===== src/rtl/xor_pipe_unit.sv =====
// xor_pipe_unit: elastic DEPTH-stage pipeline computing bitwise ops on a, b.
// Coverage bins compiled in only with macro XOR_PIPE_COV_BINS_EN.
//
// Ports:
//   clk, reset (async, active-low)
//   in_valid/in_ready, a, b, op  : operand handshake (op 00 xor,
//                                  01 xnor, 10 and, 11 or)
//   out_valid/out_ready, y       : result handshake
//   count                        : saturating delivered-result counter
//   cov_clr, cov_bins, cov_full  : bin-hit bitmap on a's top bits
`timescale 1ns/1ps

module xor_pipe_unit #(
  parameter int WIDTH = 4,
  parameter int DEPTH = 2,
  parameter int NBINS = 8
) (
  input  logic             clk,
  input  logic             reset,
  input  logic             in_valid,
  output logic             in_ready,
  input  logic [WIDTH-1:0] a,
  input  logic [WIDTH-1:0] b,
  input  logic [1:0]       op,
  output logic             out_valid,
  input  logic             out_ready,
  output logic [WIDTH-1:0] y,
  output logic [15:0]      count,
  input  logic             cov_clr,
  output logic [NBINS-1:0] cov_bins,
  output logic             cov_full
);

  logic [DEPTH-1:0] vld_q, vld_d;
  logic [DEPTH-1:0] load;
  logic [WIDTH-1:0] dat_q [DEPTH];
  logic [WIDTH-1:0] dat_d [DEPTH];
  logic [WIDTH-1:0] res;
  logic [15:0]      count_q, count_d;
  logic             deliver;

  always_comb begin
    res = '0;
    unique case (op)
      2'b00:   res = a ^ b;
      2'b01:   res = ~(a ^ b);
      2'b10:   res = a & b;
      2'b11:   res = a | b;
      default: res = '0;
    endcase
  end

  // Ready ripples from the output back to stage 0 so a full
  // pipeline can accept and deliver in the same cycle.
  always_comb begin
    logic go;
    go   = out_ready;
    load = '0;
    for (int i = DEPTH - 1; i >= 0; i--) begin
      load[i] = ~vld_q[i] | go;
      go      = load[i];
    end
  end

  assign in_ready  = reset & load[0];
  assign out_valid = vld_q[DEPTH-1];
  assign y         = dat_q[DEPTH-1];
  assign deliver   = vld_q[DEPTH-1] & out_ready;
  assign count     = count_q;

  always_comb begin
    vld_d = vld_q;
    dat_d = dat_q;
    if (load[0]) begin
      vld_d[0] = in_valid;
      if (in_valid) dat_d[0] = res;
    end
    for (int i = 1; i < DEPTH; i++) begin
      if (load[i]) begin
        vld_d[i] = vld_q[i-1];
        if (vld_q[i-1]) dat_d[i] = dat_q[i-1];
      end
    end
  end

  always_comb begin
    count_d = count_q;
    if (deliver && count_q != 16'hFFFF)
      count_d = count_q + 16'd1;
  end

  always_ff @(posedge clk or negedge reset) begin
    if (!reset) begin
      vld_q   <= '0;
      count_q <= '0;
      for (int i = 0; i < DEPTH; i++)
        dat_q[i] <= '0;
    end else begin
      vld_q   <= vld_d;
      count_q <= count_d;
      for (int i = 0; i < DEPTH; i++)
        dat_q[i] <= dat_d[i];
    end
  end

`ifdef XOR_PIPE_COV_BINS_EN
  localparam int LB = $clog2(NBINS);
  localparam int CW = (LB > 0) ? LB : 1;
  localparam int SH = WIDTH - LB;

  logic [NBINS-1:0] bins_q, bins_d, hit;
  logic [CW-1:0]    idx;
  logic             full_q, full_d;

  assign idx = CW'(a >> SH);

  // A hit in the clearing cycle survives the clear.
  always_comb begin
    hit = '0;
    if (in_valid && in_ready) hit[idx] = 1'b1;
    bins_d = (cov_clr ? '0 : bins_q) | hit;
    full_d = &bins_q;
  end

  always_ff @(posedge clk or negedge reset) begin
    if (!reset) begin
      bins_q <= '0;
      full_q <= 1'b0;
    end else begin
      bins_q <= bins_d;
      full_q <= full_d;
    end
  end

  assign cov_bins = bins_q;
  assign cov_full = full_q;
`else
  logic unused_cov_clr;
  assign unused_cov_clr = cov_clr;
  assign cov_bins       = '0;
  assign cov_full       = 1'b0;
`endif

endmodule

===== config.mk =====
export PLATFORM = sky130hd
export DESIGN_NAME = xor_pipe_unit
export DESIGN_NICKNAME = d
export VERILOG_FILES = /design/src/rtl/xor_pipe_unit.sv
export SDC_FILE = /design/constraint.sdc
export NUM_CORES = 1
export LEC_CHECK = 0
export BUFFER_PORTS_ARGS = -buffer_cell sky130_fd_sc_hd__buf_2
export CORE_AREA = 3 3 66 56
export CTS_CLUSTER_DIAMETER = 150
export DETAILED_ROUTE_END_ITERATION = 7
export DIE_AREA = 0 0 69 59
export PLACE_DENSITY = 0.76
export SLEW_MARGIN = 20
export SYNTH_ARGS = -nofsm -noshare
export SYNTH_HDL_FRONTEND = slang
export SYNTH_SLANG_ARGS = --single-unit

===== constraint.sdc =====
create_clock -name clk -period 2.2 [get_ports clk]
set_clock_uncertainty 0.05 [all_clocks]
set_input_delay 0.11 -clock clk [delete_from_list [all_inputs] [get_ports clk]]
set_output_delay 0.11 -clock clk [all_outputs]
set_load 0.01 [all_outputs]

==> metrics.txt <==
footprint of the multi-input gates=734 um^2; largest family of logic cells by synthesized area=simple AND/OR/NAND/NOR gates; hold crit path type=in2reg; drt total wl=2920 um; worst vdd ir=0.671 mV; overall die area=4070 um^2; post-synthesis xor/xnor area fraction=11.0%; clock sinks=26; WP data required=2.30 ns; cts repair resizes=0; Leakage=0.939 nW; core area=3060 um^2; Syn Inst Count=152; GRT overflow=0; Power Density=799 nW/um^2; Worst Setup End Kind=flop; CP top delay family=flip-flops; RSZ-0062 raised after global routing=false; Overall Power=1.40 mW; most frequent cells in the layout=buf_2 (35), dfrtp_1 (26), nand2_1 (14), inv_1 (11), nor2_1 (11); antenna viol nets, final=0; PortBufs=35; sequential cell area=651 um^2; Compound-Gate Fraction of Synth Area=5.12%; gr usage total=14.6%; H-tree levels=1; Post-DP HPWL=2310 um; global-route wire length before repair=4730 um; Synthesis Warnings=0; synth unique cells=29; number of synthesized register bits=26; mux share of post-synthesis cell area=5.04%; Post-CTS Hold Fix Bufs=2; Max Freq=0.508 GHz; arrival time of the worst setup path=2.07 ns; setup violators final=0; Mapped Avg Cell Area=9.97 um^2; area added between synthesis and finish=16.0%; top-area cell type share of the netlist area=42.9%; routed len/inst=12.9 um; FILL cells=274; setup_tns=0 ns; register area share after synthesis=42.9%; Vias=1,122; CTS Root Cell=clkbuf_8; CTS tree=built; status=finished clean; Buf/Inv on CP=1; number of antenna diodes=0; via/cell ratio=4.94; Hold Vio Cnt, Final=0; critical setup path kind=reg2reg; Max stage delay on crit path=0.42 ns; synthesized cell area=1520 um^2; synth top area cells=dfrtp_1 (43%), ha_1 (7.4%), buf_4 (6.4%), xnor2_1 (5.8%), xor2_1 (5.2%); DR DRC count=0; num rows=18; nets=212; Adder-Cell Fraction of Synth Area=7.43%; Boundary Pins=46; CTS max path bufs=2; simple-gate share of the synthesized area=17.7%; startpoint class of the critical path=flop; clock-pin slew on the worst setup and hold paths=0.08 ns; clock buffer count from CTS=3; DIE WIDTH=69 um; initial antenna violation count=0; fin crit period=1.97 ns; setup bufs post-CTS=0; share of post-route cells with drive strength above 1=27.8%; RePlAce Congestion=0.820; worst skew pair latency=0.27 ns; critical path's slowest cell=dfrtp_1; cell taking the most area after synthesis=dfrtp_1; crit path max fanout=9; first-pass detailed-route iteration total=4; initial DRC count=32; Final Cycle Share=89.5%; die height=59 um; maximum capacitance violations=0; largest net degree at the start of global routing=27; CP Cell Sequence=ha_1 > nand3_1 > o41ai_4 > buf_4 > mux2_2; Initial Utilization=49.5%; vias in the first global route=1,109; Slew Limit Fails=0; commonest non-fill, non-tap cell in the layout=buf_2
==> layout make-up <==
class | instances | share of cell area, %
timing repair buffer | 39 | 12.0
multi-input combinational | 107 | 41.8
clock inverter | 1 | 1.71
clock buffer | 3 | 2.35
tap | 40 | 2.85
sequential | 26 | 37.0
inverter | 11 | 2.35
==> metal layers <==
layer  global-route usage [%]  vias to the layer above  routed length, um
met5                        0                        -                  0
met1                     15.8                      527               1190
li1                         -                      552                  -
met3                     6.27                        8                234
met4                     5.57                        0                 65
met2                     25.7                       35               1430
==> registers in the layout, indices dropped and copies added (netlist names) <==
name	cells
y	4
dat_q	4
vld_q	2
count	16
==> synth_stat cells, drive strengths merged <==
library cell   n
nor3           4
nand2b         3
mux2           5
conb           1
xor2           9
nand3b         2
nand3          3
nor2          11
and2           3
xnor2         10
o21ai          4
nor4           1
inv           11
o41ai          1
mux2i          2
buf           16
and3           1
and2b          1
dfrtp         26
nand2         14
a21oi          6
nand4          6
ha             9
or2            2
nor3b          1
==> cells by family after synthesis <==
kind of cell,count (synthesis)
AOI/OAI and AO/OA,11
xor gates and xnor gates,19
adders and majority gates,9
buffers and inverters,27
DFF,26
muxes,7
other,1
and+or+nand+nor,52
==> metrics by stage <==
step / setup slack (ns) / hold slack (ns) / instance area, um^2 / utilization (%) / instances
floorplan: 0.424 / -0.236 / 1550 / - / 160
global placement: 0.365 / 0.114 / 1670 / 54.4 / 221
detailed placement: 0.271 / 0.127 / 1670 / 54.4 / 221
CTS: 0.210 / 0.101 / 1760 / 57.4 / 227
global route: 0.0976 / 0.116 / 1760 / 57.4 / 227
finish: 0.231 / 0.111 / 1760 / 57.4 / 227
==> worst paths after layout <==
check,start,to,slack (ns),cells past startpoint
worst max-delay path,count[0],count[1],0.23,5
worst min-delay path,out_ready,vld_q[1],0.11,3
worst max register to register,count[0],count[1],0.23,5
worst min register to register,dat_q[7],dat_q[7],0.44,2
max in group asynchronous,reset,count[1],1.50,3
min in group asynchronous,reset,count[9],0.35,3
==> worst min-delay path, delay by kind of cell <==
family | cells | cell delay, ns
AND/OR/NAND/NOR | 2 | 0.18
buffers and inverters | 1 | 0.10
==> report_power, final <==
group,switching [mW],internal [mW],leakage (nW)
logic,0.193,0.168,0.570
clock network,0.143,0.243,0.0357
registers,0.0879,0.570,0.333
No activity file was read; power rests on OpenSTA's default activity.
